`src/rtl/ahb_decoder_ds.sv`:
```
// AHB-Lite address decoder with programmable base/mask regions and a built-in
// default slave that answers unmapped active transfers with a two-cycle ERROR.
module ahb_decoder_ds #(
    parameter int unsigned        W    = 32,
    parameter int unsigned        NSLV = 4,
    parameter logic [NSLV*W-1:0]  BASE = {NSLV{{W{1'b0}}}},
    parameter logic [NSLV*W-1:0]  MASK = {NSLV{{8'hFF, {(W-8){1'b0}}}}},
    parameter int unsigned        SELW = $clog2(NSLV + 1)
) (
    input  logic            HCLK,
    input  logic            HRESET,
    input  logic [W-1:0]    HADDR,
    input  logic [1:0]      HTRANS,
    input  logic            HREADY,
    output logic [NSLV-1:0] HSEL,
    output logic            hsel_nomap,
    output logic [SELW-1:0] mux_sel_out,
    output logic            hreadyout_ds,
    output logic            hresp_ds,
    input  logic            err_clr,
    output logic            err_valid,
    output logic [W-1:0]    err_addr,
    output logic [7:0]      err_cnt
);

    typedef enum logic [1:0] {
        IDLE = 2'd0,
        ERR1 = 2'd1,
        ERR2 = 2'd2
    } ds_state_t;

    ds_state_t       state_q;
    ds_state_t       state_d;
    logic [SELW-1:0] hit_idx;
    logic            start;

    // Scanning from the top index down lets the lowest matching region win.
    always_comb begin
        HSEL       = '0;
        hit_idx    = SELW'(NSLV);
        hsel_nomap = 1'b1;
        for (int i = NSLV - 1; i >= 0; i--) begin
            if ((HADDR & MASK[i*W +: W]) == (BASE[i*W +: W] & MASK[i*W +: W])) begin
                HSEL       = '0;
                HSEL[i]    = 1'b1;
                hit_idx    = SELW'(i);
                hsel_nomap = 1'b0;
            end
        end
    end

    assign start = HREADY & hsel_nomap & HTRANS[1];

    always_ff @(posedge HCLK) begin
        if (HRESET) begin
            mux_sel_out <= SELW'(NSLV);
        end else if (HREADY) begin
            mux_sel_out <= hit_idx;
        end
    end

    always_ff @(posedge HCLK) begin
        if (HRESET) begin
            state_q <= IDLE;
        end else begin
            state_q <= state_d;
        end
    end

    always_comb begin
        state_d      = state_q;
        hreadyout_ds = 1'b1;
        hresp_ds     = 1'b0;
        unique case (state_q)
            IDLE: begin
                if (start) state_d = ERR1;
            end
            ERR1: begin
                hreadyout_ds = 1'b0;
                hresp_ds     = 1'b1;
                state_d      = ERR2;
            end
            ERR2: begin
                hresp_ds = 1'b1;
                state_d  = start ? ERR1 : IDLE;
            end
            default: state_d = IDLE;
        endcase
    end

    // A new fault in the same cycle as a clear restarts the log at one entry.
    always_ff @(posedge HCLK) begin
        if (HRESET) begin
            err_valid <= 1'b0;
            err_addr  <= '0;
            err_cnt   <= 8'd0;
        end else if (start) begin
            err_valid <= 1'b1;
            err_addr  <= HADDR;
            if (err_clr) begin
                err_cnt <= 8'd1;
            end else if (err_cnt != 8'd255) begin
                err_cnt <= err_cnt + 8'd1;
            end
        end else if (err_clr) begin
            err_valid <= 1'b0;
            err_cnt   <= 8'd0;
        end
    end

endmodule
```
`config.mk`:
```
export PLATFORM = sky130hd
export DESIGN_NAME = ahb_decoder_ds
export DESIGN_NICKNAME = d
export VERILOG_FILES = /design/src/rtl/ahb_decoder_ds.sv
export SDC_FILE = /design/constraint.sdc
export NUM_CORES = 1
export LEC_CHECK = 0
export CORE_MARGIN = 2
export CORE_UTILIZATION = 40
export DETAILED_ROUTE_END_ITERATION = 10
export GPL_TIMING_DRIVEN = 0
export HOLD_SLACK_MARGIN = 0.15
export PLACE_DENSITY = 0.79
export SETUP_SLACK_MARGIN = 0.4
export SLEW_MARGIN = 40
export SYNTH_ARGS = -nofsm -noshare
export SYNTH_HDL_FRONTEND = slang
export SYNTH_SLANG_ARGS = --single-unit
```
`constraint.sdc`:
```
create_clock -name HCLK -period 2.4 [get_ports HCLK]
set_clock_uncertainty 0.15 [all_clocks]
set_input_delay 0.6 -clock HCLK [delete_from_list [all_inputs] [get_ports HCLK]]
set_output_delay 0.6 -clock HCLK [all_outputs]
set_load 0.02 [all_outputs]
```
==> metrics.cfg, run 1 <==
[status]
status = completed

[finish]
nFillCells = 381
fin_area_um2 = 2950
n_antenna_cell = 0
syn_to_final_growth_pct = 62.4
drive_above_1_share = 0.173
final_nets = 373

[detailed_routing]
drtPass1Iterations = 4
drtIter0Drc = 157
wirelength_um = 4850
wl_per_cell_um = 12.7
viasPerCell = 4.95
drc = 0
num_vias = 1886
ant_nets = 0

[logic_synthesis]
ys_warn_count = 0
synth_cells = 228
yosysSeqAreaShare = 0.485
ys_ff_latch = 44
synth.avg_cell_area_um2 = 7.97
synth_cell_type_count = 35
syn-cell-area_um2 = 1820

[timing]
finalCritPeriodShare = 0.853
rsz0062_at_grt = true
finalHoldViolCount = 0
fin_crit_ns = 2.05
final-setup-viol-count = 0
fmaxAchievable_mhz = 488
timing.hold.ws_ns = 0.301
slew_viol_final = 0

[worst_setup_path]
r2r_start = err_cnt[0]
path_class = in -> out
critPathLaunchType = primary input
critPathLaunch = HADDR[30]
worst_ep_arrival_time_ns = 1.30
critPathRequiredTime_ns = 1.65
crit_path_end_kind = primary output
crit_fanout = 3

[die]
fp.coreArea_um2 = 4350
die_y_um = 71.4
die_area_um2 = 5100
floorplan.rows = 24
design.portCount = 89
dieWidth_um = 71.4
initial_core_util = 0.417

[power]
cellPowerDensity_nw_per_um2 = 503
power_mw = 1.48
leakage_nw = 1.43
peakVddDrop_v = 0.000452

[place]
dp_hpwl_um = 3330
port_buffers = 82
gp_congestion = 0.895
place_area_um2 = 2750

[clock_network]
clk_pin_slew_ns = 0.07
htree_num_levels = 2
clock_sinks = 44
cts_tree = built
clkLatencyLatePin_ns = 0.30
ctsRootBufferMaster = clkbuf_8
cts-buffers-inserted = 5
cts_buffer_depth = 2

[hold_path]
hold_path.class = reg -> reg
worstHoldStart = err_addr[19]

[grt]
grtUsageTotal = 0.193
grt_pass1_wl_um = 7710
grt_pass1_vias = 1683
gr-total-overflow = 0
grt_max_degree = 13
antenna_found_initial = 0

[run]
drv_cap = 0

[report_power, final]
part / internal, mW / switching (mW)
Combinational: 0.135 / 0.139
Sequential: 0.759 / 0.0152
Clock: 0.198 / 0.237
Total: 1.09 / 0.391
[cell usage after synthesis]
master / count / share of area
o32ai_1: 1 / 0.0048
a21oi_1: 39 / 0.11
a211oi_1: 1 / 0.0041
ha_1: 6 / 0.041
a41oi_1: 2 / 0.0096
or3_1: 2 / 0.0069
nor3_1: 4 / 0.011
or4_1: 1 / 0.0041
dfxtp_1: 44 / 0.48
inv_1: 9 / 0.019
and2_1: 1 / 0.0034
a31oi_1: 2 / 0.0069
clkbuf_1: 7 / 0.014
o31ai_1: 1 / 0.0041
and2b_1: 1 / 0.0041
and4_1: 1 / 0.0048
buf_4: 5 / 0.021
nor4b_1: 1 / 0.0048
o211ai_1: 1 / 0.0041
nand3_1: 7 / 0.019
buf_6: 1 / 0.0062
a211o_1: 1 / 0.0048
nor4_1: 3 / 0.010
nor2_1: 4 / 0.0083
a21bo_1: 1 / 0.0055
o21ai_0: 2 / 0.0055
nand2_1: 68 / 0.14
a21boi_1: 1 / 0.0041
conb_1: 1 / 0.0021
clkbuf_2: 1 / 0.0028
a31o_2: 1 / 0.0048
a311oi_1: 1 / 0.0048
buf_2: 5 / 0.014
nand2b_1: 1 / 0.0034
or2_2: 1 / 0.0034
[cell type report]
| type | instances | area [um2] | share of cell area |
|---|---|---|---|
| flip-flops and latches | 44 | 886 | 0.300 |
| multi-input cells | 160 | 883 | 0.299 |
| repair buffers | 90 | 858 | 0.291 |
| plain buffers | 19 | 146 | 0.0496 |
| clock buffers | 6 | 72.6 | 0.0246 |
| well taps | 52 | 65.1 | 0.0221 |
| inverters | 9 | 33.8 | 0.0115 |
| clock inverters | 1 | 5.00 | 0.00170 |
[cells in the final DEF (no fill, tap or decap), drive strengths merged, types with 2 or more instances in the layout]
cell            n
a21oi          39
a31oi           2
a41oi           2
buf            29
clkbuf         15
clkdlybuf4s50  26
conb            5
dfxtp          44
dlygate4sd2    33
dlymetal6s2s   11
ha              6
inv             9
nand2          68
nand3           7
nor2            4
nor3            4
nor4            3
o21ai           2
or3             2
[final timing paths]
check        cells after the start  slack, ns      endpoint
min                              2       0.30  err_addr[19]
max                              5       0.35       HSEL[0]
min reg2reg                      2       0.30  err_addr[19]
max reg2reg                      5       0.66    err_cnt[0]
[critical path: stages]
cell     delay (ns)
buf_6          0.10
nor4_4         0.30
nand2_2        0.12
inv_2          0.07
buf_6          0.11
[cell families after synthesis]
kind of cell | synth area share
simple gates | 0.225
flops | 0.485
other cells | 0.00206
buf+inv | 0.0764
fa+ha+maj | 0.0413
compound gates | 0.171
[metrics by stage]
stage                util  cells  setup slack (ns)  TNS [ns]
floorplan               -    232             0.414         0
global placement    0.632    366            -0.522     -9.32
CTS                 0.662    380             0.356         0
global route        0.678    381             0.295         0
detailed placement  0.632    366            -0.538    -10.59
finish              0.678    381             0.353         0
[per-layer routing]
layer,part of all wire,GRT usage
met1,0.42,0.219
met2,0.49,0.328
met3,0.079,0.0830
met4,0.0074,0.0566
met5,0,0
[registers in the layout, summed over array words and instances, names as in the netlist]
register	flops
err_addr	32
err_cnt	8
err_valid	1
mux_sel_out	1
state_q	2
[timing repair]
| item | in CTS | in global routing |
|---|---|---|
| gates resized for setup | 105 | 28 |
| hold buffers | 0 | 0 |
| pin swaps | 7 | 3 |
| gates cloned | 0 | 1 |
| setup endpoints to repair | 78 | 37 |
| setup buffers | 7 | 0 |
| endpoints found under the hold margin | 0 | 0 |
Power figures use the tool's default switching activity.
==> run 2, diff against run 1 <==
Settings changed: CORE_UTILIZATION 40 to 41, CTS_BUF_LIST set to sky130_fd_sc_hd__clkbuf_4, PLACE_DENSITY 0.79 to 0.81.
==> metrics.cfg, run 2 (synthesis gave the netlist of run 1 again) <==
[status]
status = completed

[grt]
grtUsageTotal = 0.193
grt_pass1_vias = 1740
met2_usage = 0.324
met3_usage = 0.0613
global_route.usage.met1 = 0.237
grt_pass1_wl_um = 7800
grt_max_degree = 15
antenna_found_initial = 0
gr-total-overflow = 0
busiest_layer = met2

[worst_setup_path]
max_stage_delay_ns = 0.30
reg2reg_depth = 5
worst_ep_arrival_time_ns = 1.30
critPathLaunchType = primary input
critPathLaunch = HADDR[28]
regToRegSetupSlack_ns = 0.57
crit_fanout = 3
crit_path_end_kind = primary output
cp-endpoint = HSEL[0]
reg2reg_to = err_cnt[5]
r2r_start = err_cnt[0]
critPathRequiredTime_ns = 1.65
cp_common_cell = buf_6
crit_path_top_delay_cell = nor4_4
crit_chain = buf_6 -> nor4_4 -> nand2_2 -> inv_2 -> buf_6
path_class = in -> out

[clock_network]
ctsRootBufferMaster = clkbuf_4
ctsHoldBuffers = 0
clk_pin_slew_ns = 0.13
cts_buffer_depth = 2
cts-buffers-inserted = 5
clkLatencyLatePin_ns = 0.36
cts_tree = built
clock_sinks = 44
htree_num_levels = 2

[run]
drv_cap = 0

[detailed_routing]
drtPass1Iterations = 4
drtIter0Drc = 65
viasPerCell = 4.97
num_vias = 1912
wirelength_um = 4960
ant_nets = 0
wl_per_cell_um = 12.9
drc = 0

[power]
cellPowerDensity_nw_per_um2 = 487
peakVddDrop_v = 0.000405
leakage_nw = 1.31
power_mw = 1.42

[die]
dieWidth_um = 70.6
die_area_um2 = 4980
floorplan.rows = 24
fp.coreArea_um2 = 4320
initial_core_util = 0.420
die_y_um = 70.6
design.portCount = 89

[place]
dp_hpwl_um = 3370
post-place-ws_ns = -0.532
gp_congestion = 0.861
port_buffers = 82

[timing]
finalHoldViolCount = 0
finalCritPeriodShare = 0.856
final-setup-viol-count = 0
fin_crit_ns = 2.05
rsz0062_at_grt = true
fin_ws_ns = 0.345
slew_viol_final = 0
fmaxAchievable_mhz = 487

[finish]
nFillCells = 389
reg_top3 = err_addr x32, err_cnt x8, state_q x2
final_cell_mix = 67 x nand2_1, 43 x dlygate4sd2_1, 41 x dfxtp_1, 38 x a21oi_1, 26 x clkdlybuf4s50_1
mostFrequentLayoutCell = nand2_1
fin_util = 0.677
syn_to_final_growth_pct = 61.2
final_nets = 376
drive_above_1_share = 0.195
top_register = err_addr
largest_register_ffs = 32
n_antenna_cell = 0

[hold_path]
hold_path.class = reg -> reg

## run 2: worst max-delay path: cells and delay by family
kind | cells | cell delay, ns
AND/OR/NAND/NOR | 2 | 0.43
buffers and inverters | 3 | 0.28
## run 2: per-layer routing
| metal | vias to the layer above | share of wire |
|---|---|---|
| li1 | 965 | - |
| met2 | 77 | 0.48 |
| met5 | - | 0 |
| met4 | 0 | 0.016 |
| met3 | 10 | 0.081 |
| met1 | 860 | 0.43 |
## run 2: worst min path at each step
stage            startpoint      endpoint  slack, ns  depth (start not counted)
6_report        err_addr[7]   err_addr[7]       0.31                          2
5_1_grt           HADDR[28]  err_addr[28]       0.31                          3
4_1_cts           HADDR[26]  err_addr[26]       0.30                          3
3_5_place_dp   err_addr[30]  err_addr[30]       0.30                          2
3_3_place_gp   err_addr[30]  err_addr[30]       0.29                          2
2_1_floorplan    state_q[1]    state_q[1]       0.33                          2
## run 2: repair_timing
item / in CTS / in global routing
gates resized for setup: 118 / 15
setup endpoints to repair: 88 / 40
hold endpoints to repair: 0 / 0
setup buffers: 6 / 4
pin swaps: 6 / 6
cloned: 0 / 1
## run 2: area by class of cell
class | instances | area (um2) | area share
sequential | 44 | 887 | 0.303
multi-input combinational | 160 | 901 | 0.308
clock buffer | 5 | 37.5 | 0.0128
timing repair buffer | 93 | 850 | 0.290
tap | 52 | 65.1 | 0.0222
clock inverter | 3 | 18.8 | 0.00641
buffer | 19 | 135 | 0.0462
inverter | 9 | 33.8 | 0.0115
## run 2: stage by stage
step                      TNS [ns]  area, um2  hold WS, ns  std cells
final                            0       2930        0.309        385
after global routing             0       2930        0.309        385
after CTS                        0       2840        0.305        380
after detailed placement     -8.63       2750        0.296        366
after global placement       -8.66       2750        0.291        366
after floorplan                  0       1860        0.327        232
## run 2: power breakdown
group	switching (mW)	leakage, nW	internal [mW]	total, mW
sequential	0.0153	0.361	0.760	0.775
clock	0.257	0.0349	0.113	0.370
combinational	0.142	0.914	0.138	0.280
